$ cat config.mk
export PLATFORM = sky130hd
export DESIGN_NAME = usb_kbd_event_queue
export DESIGN_NICKNAME = d
export VERILOG_FILES = /design/src/rtl/usb_kbd_event_queue.sv
export SDC_FILE = /design/constraint.sdc
export NUM_CORES = 1
export LEC_CHECK = 0
export CAP_MARGIN = 15
export CORE_MARGIN = 10
export CORE_UTILIZATION = 40
export CTS_BUF_LIST = sky130_fd_sc_hd__clkbuf_2 sky130_fd_sc_hd__clkbuf_4 sky130_fd_sc_hd__clkbuf_8
export DETAILED_ROUTE_END_ITERATION = 16
export HOLD_SLACK_MARGIN = 0.06
export PLACE_DENSITY = 0.65
export SYNTH_ARGS = -nofsm -noshare
export SYNTH_HDL_FRONTEND = slang
export SYNTH_SLANG_ARGS = --single-unit
$ cat constraint.sdc
create_clock -name clk -period 4.7 [get_ports clk]
set_input_delay 1.41 -clock clk [delete_from_list [all_inputs] [get_ports clk]]
set_output_delay 1.41 -clock clk [all_outputs]
set_load 0.02 [all_outputs]
$ cat src/rtl/usb_kbd_event_queue.sv
// Turns level-style HID boot-protocol keyboard reports into an edge-style stream
// of press/release events, buffered in a show-ahead FIFO for the SoC.
module usb_kbd_event_queue #(
   parameter int FIFO_DEPTH   = 16,
   parameter int REPORT_BYTES = 8,
   localparam int PtrW = $clog2(FIFO_DEPTH),
   localparam int CntW = PtrW + 1
) (
   input  logic                      clk,
   input  logic                      reset_n_i,
   input  logic [REPORT_BYTES*8-1:0] usb_report_i,
   input  logic                      usb_report_valid_i,
   output logic [8:0]                event_o,
   output logic                      event_valid_o,
   input  logic                      event_ready_i,
   output logic [CntW-1:0]           event_count_o,
   output logic                      busy_o,
   output logic                      overflow_o,
   input  logic                      clear_overflow_i
);

   if (REPORT_BYTES != 8) begin : gBadReportBytes
      $error("usb_kbd_event_queue: REPORT_BYTES must be 8 (boot protocol)");
   end
   if ((FIFO_DEPTH < 2) || ((FIFO_DEPTH & (FIFO_DEPTH - 1)) != 0)) begin : gBadDepth
      $error("usb_kbd_event_queue: FIFO_DEPTH must be a power of two, at least 2");
   end

   typedef enum logic [2:0] {
      IDLE,
      MOD,
      REL,
      PRS,
      COMMIT
   } state_e;

   state_e          state_q, state_d;
   logic [2:0]      idx_q, idx_d;
   logic [7:0]      curMod_q, curMod_d;
   logic [7:0]      prevMod_q, prevMod_d;
   logic [5:0][7:0] curKeys_q, curKeys_d;
   logic [5:0][7:0] prevKeys_q, prevKeys_d;

   logic [5:0][7:0] rptKeys;
   logic            rolloverSeen;
   logic            prevInCur;
   logic            curInPrev;
   logic            pushValid;
   logic [8:0]      pushData;

   logic [8:0]      mem_q [FIFO_DEPTH];
   logic [PtrW-1:0] rdPtr_q, wrPtr_q;
   logic [CntW-1:0] count_q;
   logic            overflow_q;
   logic            popFire;
   logic            pushFire;
   logic            dropEvt;

   // The reserved byte carries no key information.
   logic unusedReserved;
   assign unusedReserved = ^usb_report_i[15:8];

   assign rptKeys = usb_report_i[63:16];

   always_comb begin
      rolloverSeen = 1'b0;
      for (int s = 0; s < 6; s++) begin
         if (rptKeys[s] == 8'h01) rolloverSeen = 1'b1;
      end
   end

   // Membership of the slot under scan in the other report, all six slots at once.
   always_comb begin
      prevInCur = 1'b0;
      curInPrev = 1'b0;
      for (int s = 0; s < 6; s++) begin
         if (curKeys_q[s] == prevKeys_q[idx_q]) prevInCur = 1'b1;
         if (prevKeys_q[s] == curKeys_q[idx_q]) curInPrev = 1'b1;
      end
   end

   always_comb begin
      state_d    = state_q;
      idx_d      = idx_q;
      curMod_d   = curMod_q;
      curKeys_d  = curKeys_q;
      prevMod_d  = prevMod_q;
      prevKeys_d = prevKeys_q;
      pushValid  = 1'b0;
      pushData   = 9'h000;
      unique case (state_q)
         IDLE: begin
            if (usb_report_valid_i) begin
               curMod_d  = usb_report_i[7:0];
               curKeys_d = rptKeys;
               if (!rolloverSeen) begin
                  state_d = MOD;
                  idx_d   = 3'd0;
               end
            end
         end
         MOD: begin
            if (curMod_q[idx_q] != prevMod_q[idx_q]) begin
               pushValid = 1'b1;
               pushData  = {curMod_q[idx_q], 8'hE0 + {5'b00000, idx_q}};
            end
            idx_d = idx_q + 3'd1;
            if (idx_q == 3'd7) begin
               state_d = REL;
               idx_d   = 3'd0;
            end
         end
         REL: begin
            if ((prevKeys_q[idx_q] != 8'h00) && !prevInCur) begin
               pushValid = 1'b1;
               pushData  = {1'b0, prevKeys_q[idx_q]};
            end
            idx_d = idx_q + 3'd1;
            if (idx_q == 3'd5) begin
               state_d = PRS;
               idx_d   = 3'd0;
            end
         end
         PRS: begin
            if ((curKeys_q[idx_q] != 8'h00) && !curInPrev) begin
               pushValid = 1'b1;
               pushData  = {1'b1, curKeys_q[idx_q]};
            end
            idx_d = idx_q + 3'd1;
            if (idx_q == 3'd5) begin
               state_d = COMMIT;
               idx_d   = 3'd0;
            end
         end
         COMMIT: begin
            prevMod_d  = curMod_q;
            prevKeys_d = curKeys_q;
            state_d    = IDLE;
         end
         default: begin
            state_d = IDLE;
            idx_d   = 3'd0;
         end
      endcase
   end

   always_ff @(posedge clk or negedge reset_n_i) begin
      if (!reset_n_i) begin
         state_q    <= IDLE;
         idx_q      <= 3'd0;
         curMod_q   <= 8'h00;
         curKeys_q  <= '0;
         prevMod_q  <= 8'h00;
         prevKeys_q <= '0;
      end else begin
         state_q    <= state_d;
         idx_q      <= idx_d;
         curMod_q   <= curMod_d;
         curKeys_q  <= curKeys_d;
         prevMod_q  <= prevMod_d;
         prevKeys_q <= prevKeys_d;
      end
   end

   // A full FIFO still takes a push when the head leaves in the same cycle.
   assign popFire  = event_ready_i && (count_q != '0);
   assign pushFire = pushValid && ((count_q != CntW'(FIFO_DEPTH)) || popFire);
   assign dropEvt  = pushValid && !pushFire;

   always_ff @(posedge clk) begin
      if (pushFire) mem_q[wrPtr_q] <= pushData;
   end

   always_ff @(posedge clk or negedge reset_n_i) begin
      if (!reset_n_i) begin
         rdPtr_q    <= '0;
         wrPtr_q    <= '0;
         count_q    <= '0;
         overflow_q <= 1'b0;
      end else begin
         if (pushFire) wrPtr_q <= wrPtr_q + PtrW'(1);
         if (popFire)  rdPtr_q <= rdPtr_q + PtrW'(1);
         unique case ({pushFire, popFire})
            2'b10:   count_q <= count_q + CntW'(1);
            2'b01:   count_q <= count_q - CntW'(1);
            default: count_q <= count_q;
         endcase
         if (dropEvt) begin
            overflow_q <= 1'b1;
         end else if (clear_overflow_i) begin
            overflow_q <= 1'b0;
         end
      end
   end

   assign event_valid_o = (count_q != '0);
   assign event_o       = event_valid_o ? mem_q[rdPtr_q] : 9'h000;
   assign event_count_o = count_q;
   assign busy_o        = (state_q != IDLE);
   assign overflow_o    = overflow_q;

endmodule

# Yosys cells after proc, flatten, opt, wreduce, memory -nomap -nowiden
# Memories as Yosys holds them, arrays and structs flattened.
# Cells that the tools add are included.
dict set report op_classes {
  n_eq_ne 33
  n_div 0
  shift 0
  n_lt_le_gt_ge 1
  add_sub_neg 6
  n_bitwise 1
  n_mux 51
  n_reduce_logical 20
  n_mul 0
}
# cell n
set op_table {}
lappend op_table {{$eq 8x8->1} 12}
lappend op_table {{$bmux 8 s3} 2}
lappend op_table {{$eq 8x1->1 const B} 6}
lappend op_table {{$mux 1} 27}
lappend op_table {{$mux 3} 9}
lappend op_table {{$mux 9} 3}
lappend op_table {{$pmux 9 s3} 1}
lappend op_table {{$mux 8} 3}
lappend op_table {{$pmux 3 s4} 2}
lappend op_table {{$reduce_bool 8->1} 2}
lappend op_table {{$ne 2x2->1 const B} 5}
lappend op_table {{$pmux 5 s2} 1}
lappend op_table {{$eq 3x3->1 const B} 3}
lappend op_table {{$add 4x1->4 const B} 2}
lappend op_table {{$add 6x4->7 const A} 1}
lappend op_table {{$bmux 1 s3} 2}
lappend op_table {{$eq 3x2->1 const B} 2}
lappend op_table {{$add 5x1->5 const B} 1}
lappend op_table {{$logic_and 1x1->1} 5}
lappend op_table {{$ne 5x5->1 const B} 1}
lappend op_table {{$reduce_and 5->1} 1}
lappend op_table {{$reduce_bool 5->1} 1}
lappend op_table {{$sub 5x1->5 const B} 1}
lappend op_table {{$lt 3x4->1 const B} 1}
lappend op_table {{other kinds (15)} 18}
dict set report word_totals {
  wordCells 133
  ff_bits 132
  out_inout_bits 17
  romBits 0
  latch_bits 0
  input_bits 69
  memories 1
  ram_bits 144
}
# memory depth width read_ports rd_ports_with_merged_regs write_ports line_no
set mem_list {}
lappend mem_list {mem_q 16 9 1 0 1 51} ;# logic [8:0] mem_q [FIFO_DEPTH];

# Logic depth before layout (Yosys ltp)
dict set report depth {
  ltp_word 17
  mapped_depth 21
  depth_no_buf 16
}

# Worst setup path after synthesis
# No wires, ideal clock.
dict set report synth_path {
  path_type {reg-to-reg}
  from {register idx_q[1]}
  to {memory mem_q[12][0], enable pin}
  setup_time_ns 0.403
  path_stages_with_launch 14
  slack_ns 0.545
  required_ns 4.297
  n_path_buf 4
  period_less_slack_ns 4.155
  arrival_ns 3.753
  cell_sequence {dfrtp_1 buf_6 buf_6 mux2_2 a222oi_1 buf_2 xnor2_1 a2111oi_0 nand4_1 o21ai_0 nor4_1 nor3_4 buf_6 nor4b_1}
}
dict set report synth_via {
  elab_chain_len 16
  word_cells_on_any_way 46
  cone_classes {13 x eq/ne; 26 x mux; 7 x reduce/logical}
}
# item line_no
set synth_rtl {}
lappend synth_rtl {{start, declared} 38} ;# logic [2:0] idx_q, idx_d;
lappend synth_rtl {{start signal, assigned} 157} ;# idx_q <= idx_d;
lappend synth_rtl {{$bmux 8 s3, on equally long branches} n/a}
lappend synth_rtl {{$mux 8, on equally long branches} n/a}
lappend synth_rtl {{$eq 8x8->1, on equally long branches} {78, 77}}
lappend synth_rtl {{$mux 1, on equally long branches (6 in a row)} {78, 77}}
lappend synth_rtl {{$logic_not 1->1, on equally long branches} {125, 114}}
lappend synth_rtl {{$logic_and 1x1->1, on equally long branches} {125, 114}}
lappend synth_rtl {{$mux 1, on equally long branches} {125, 114}}
lappend synth_rtl {{$pmux 1 s3 (*)} 91} ;# unique case (state_q)
lappend synth_rtl {{$logic_and 1x1->1 (*)} 167} ;# assign pushFire = pushValid && ((count_q != CntW'(FIFO_DEPTH)) || popFire);
lappend synth_rtl {{$mux 1 (*)} 171} ;# if (pushFire) mem_q[wrPtr_q] <= pushData;
lappend synth_rtl {{$mux 1 (not written as such) (*)} 171}
lappend synth_rtl {{end, declared} 51}
# Mark *: on every way between the ends. The rest lies on a longest branch, timed or not. The select of a mux whose other input is x is not followed.

# Worst setup path after layout
dict set report layout_path {
  from {register rdPtr_q[0]}
  to {output event_o[6]}
}
dict set report layout_via {
  elab_chain_len 2
}
# item line_no
set layout_rtl {}
lappend layout_rtl {{start, declared} 52} ;# logic [PtrW-1:0] rdPtr_q, wrPtr_q;
lappend layout_rtl {{start signal, assigned} 182} ;# if (popFire) rdPtr_q <= rdPtr_q + PtrW'(1);
lappend layout_rtl {{$mem_v2 16x9} n/a}
lappend layout_rtl {{$mux 9} 197} ;# assign event_o = event_valid_o ? mem_q[rdPtr_q] : 9'h000;
lappend layout_rtl {{end, declared} 13} ;# output logic [8:0] event_o,
# No other way between the ends.

==> flow_summary.yaml <==
power_and_ir_drop:
  p_int_mw: 8.28
  p_comb_share_pct: 48.8
  powerDensity_nw_per_um2: 828
  p_leak_nw: 6.18
  clockPowerShare_pct: 17.3
  p_sw_mw: 5.21
  swShare_pct: 38.6
  seq_power_share_pct: 33.9
  peakVddDrop_v: 0.000355
sta:
  tightest_slew_ns: 1.13
  slew_violations: 0
  period_share_pct: 96.0
  finalHoldViolCount: 0
  fin_crit_ns: 4.51
  setup_tns_ns: 0
  slew_headroom_pct: 24.2
  fmax_mhz: 222
  setup_violations: 0
  rsz0062_at_grt: "false"
  skew_ns: 0.0347
synthesis:
  avgSynthCellArea_sq_um: 14.8
  ys_ff_latch: 276
  yosysTopAreaCell: "edfxtp_1"
  netlist_instances: 913
  synth-edff-count: 144
  synth_nets: 995
  ys_seq_area_share_pct: 56.3
  yosysTopAreaCellShare_pct: 31.9
  synth_warnings: 0
  synth-async-reset-ratio_pct: 47.8
  synth.distinct_cells: 69
  ys.flop_type: "edfxtp_1"
  syn_area_sq_um: 13500
  synth_area_leaders: "edfxtp_1 (32%), dfrtp_1 (24%), mux2_2 (11%)"
drt:
  wl_um: 33200
  detailedRoute.firstIterationViolations: 651
  vias: 8449
  drt-met1-wl_um: 15200
  drt-pass1-iter-count: 5
  drc_errors: 0
  top_layer: "met4"
  met3_length_um: 2010
  wl_per_cell_um: 21.5
  wl_met2_um: 15300
  ant_nets: 0
  vias_per_cell: 5.47
placed_design:
  dp_hpwl_um: 23300
  gp_congestion: 0.911
  portBuffers: 77
setup_path:
  critical_path.top_delay_family: "multiplexers"
  crit_type: "reg -> out"
  cp_common_cell: "mux4_2"
  crit_arrival_ns: 3.10
  critical_path_required_ns: 3.29
  slowest_delay_ns: 0.58
  end_kind: "primary output"
  cp_slowest_cell: "mux4_2"
  path_max_fanout: 39
  crit_buf_inv: 2
  crit_chain: "buf_12 -> mux4_2 -> mux4_2 -> and2_1 -> clkdlybuf4s50_1"
  worstSetupStartpointType: "flop"
cts:
  clk_latency_ns: 0.59
  cts_tree: "built"
  cts.sinks: 276
  cts_max_level: 2
  root_buffer: "clkbuf_8"
  cts_buffer_depth: 3
  holdBufCountCts: 0
  numCtsBuffers: 47
  path_clk_slew_ns: 0.06
floorplanning:
  die_w_um: 204
  fp.dieH_um: 204
  dieArea_sq_um: 41600
  rows: 67
  initial_core_util_pct: 40.5
  coreArea_sq_um: 33400
  num_io_pins: 86
finish:
  antenna_cells: 0
  n_fill_cell: 2851
  fin_nets: 1140
  drive_gt1_share_pct: 34.1
  final_common_cell: "edfxtp_1"
  area_delta_synth_final_pct: 20.2
  multi_input_area_sq_um: 5630
  final_util_pct: 48.7
  final_cell_mix: "edfxtp_1 (144), mux2_2 (134), dfrtp_1 (128)"
  seq_area_sq_um: 7630
global_routing:
  track_usage_pct: 15.9
  grt_max_degree: 107
  grt_pass1_wl_um: 52000
  first_global_vias: 8809
  antenna_found_initial: 0
  gr-total-overflow: 0
min_path:
  hp-class: "reg -> reg"
job:
  maxCapViolCount: 0
run_status:
  outcome: "complete, no violations"
==> cell usage after synthesis, drive strengths merged, types with 14 or more instances <==
cell type	number
mux2	141
nor3	14
o21ai	19
nor4	15
buf	31
mux2i	20
nor2	14
edfxtp	144
and2	16
dfrtp	132
nand2	31
mux4	52
and3	14
xnor2	43
xor2	49
clkbuf	24
==> timing repair <==
action,CTS,global route
endpoints found under the setup margin,0,96
gates resized for setup,0,5
buffers inserted,0,1
==> registers in the layout, summed over array words and instances (netlist names) <==
signal         count
prevMod_q          8
rdPtr_q            4
idx_q              3
state_q            3
curKeys_q         48
event_count_o      5
wrPtr_q            4
prevKeys_q        48
overflow_o         1
mem_q            144
curMod_q           8
==> area by class of cell <==
| type | count | area share [%] |
|---|---|---|
| Sequential cell | 276 | 46.9 |
| Inverter | 11 | 0.254 |
| Tap cell | 448 | 3.44 |
| Timing Repair Buffer | 151 | 8.54 |
| Multi-Input combinational cell | 571 | 34.6 |
| Clock buffer | 68 | 5.06 |
| Clock inverter | 20 | 1.27 |
==> per-stage QoR <==
stage               cells  cell area [sq um]  power (mW)  worst slack, ns  hold WS, ns
detailed placement   1453              15200        11.1            0.217        0.494
floorplan             913              13500        8.85            0.545        0.475
global placement     1453              15200        11.0            0.277        0.486
CTS                  1541              16200        13.5            0.116        0.509
global route         1545              16300        14.3           0.0373        0.536
finish               1545              16300        13.5            0.187        0.504
==> kinds of logic (layout without fill, tap and decap cells) <==
family | Yosys count | count (layout) | share of synthesized area (%)
flip-flops | 276 | 276 | 56.3
multiplexers | 213 | 213 | 22.0
AND/OR/NAND/NOR | 169 | 169 | 7.39
XOR/XNOR | 92 | 92 | 6.14
AO/OA/AOI/OAI | 84 | 84 | 4.49
buffers and inverters | 66 | 250 | 2.48
adder cells (fa/ha/maj) | 13 | 13 | 1.26
==> worst paths after layout <==
path / startpoint / to / slack (ns) / depth (start not counted)
setup / recovery: rdPtr_q[0]$_DFFE_PN0P_ / event_o[6] / 0.19 / 5
hold / removal: prevMod_q[3]$_DFFE_PN0P_ / prevMod_q[3]$_DFFE_PN0P_ / 0.50 / 1
setup reg to reg: idx_q[0]$_DFFE_PN0P_ / event_count_o[4]$_DFFE_PN0P_ / 0.29 / 17
hold reg to reg: prevMod_q[3]$_DFFE_PN0P_ / prevMod_q[3]$_DFFE_PN0P_ / 0.50 / 1
max in group asynchronous: reset_n_i / wrPtr_q[1]$_DFFE_PN0P_ / 2.89 / 2
min in group asynchronous: reset_n_i / curKeys_q[10]$_DFFE_PN0P_ / 0.98 / 1
==> power groups by stage <==
stage | registers [mW] | clock network, mW | logic (mW)
detailed placement | 4.62 | 0 | 6.49
floorplan | 4.28 | 0 | 4.57
CTS | 4.58 | 2.38 | 6.52
global placement | 4.59 | 0 | 6.38
finish | 4.58 | 2.33 | 6.58
global route | 4.67 | 2.50 | 7.13
==> routing by layer <==
metal	up-vias	GRT usage, %
li1	3814	-
met1	4313	22.4
met2	270	24.9
met3	52	2.55
met4	0	4.89
met5	-	0
Note: power is estimated with default switching activity, not from simulation.
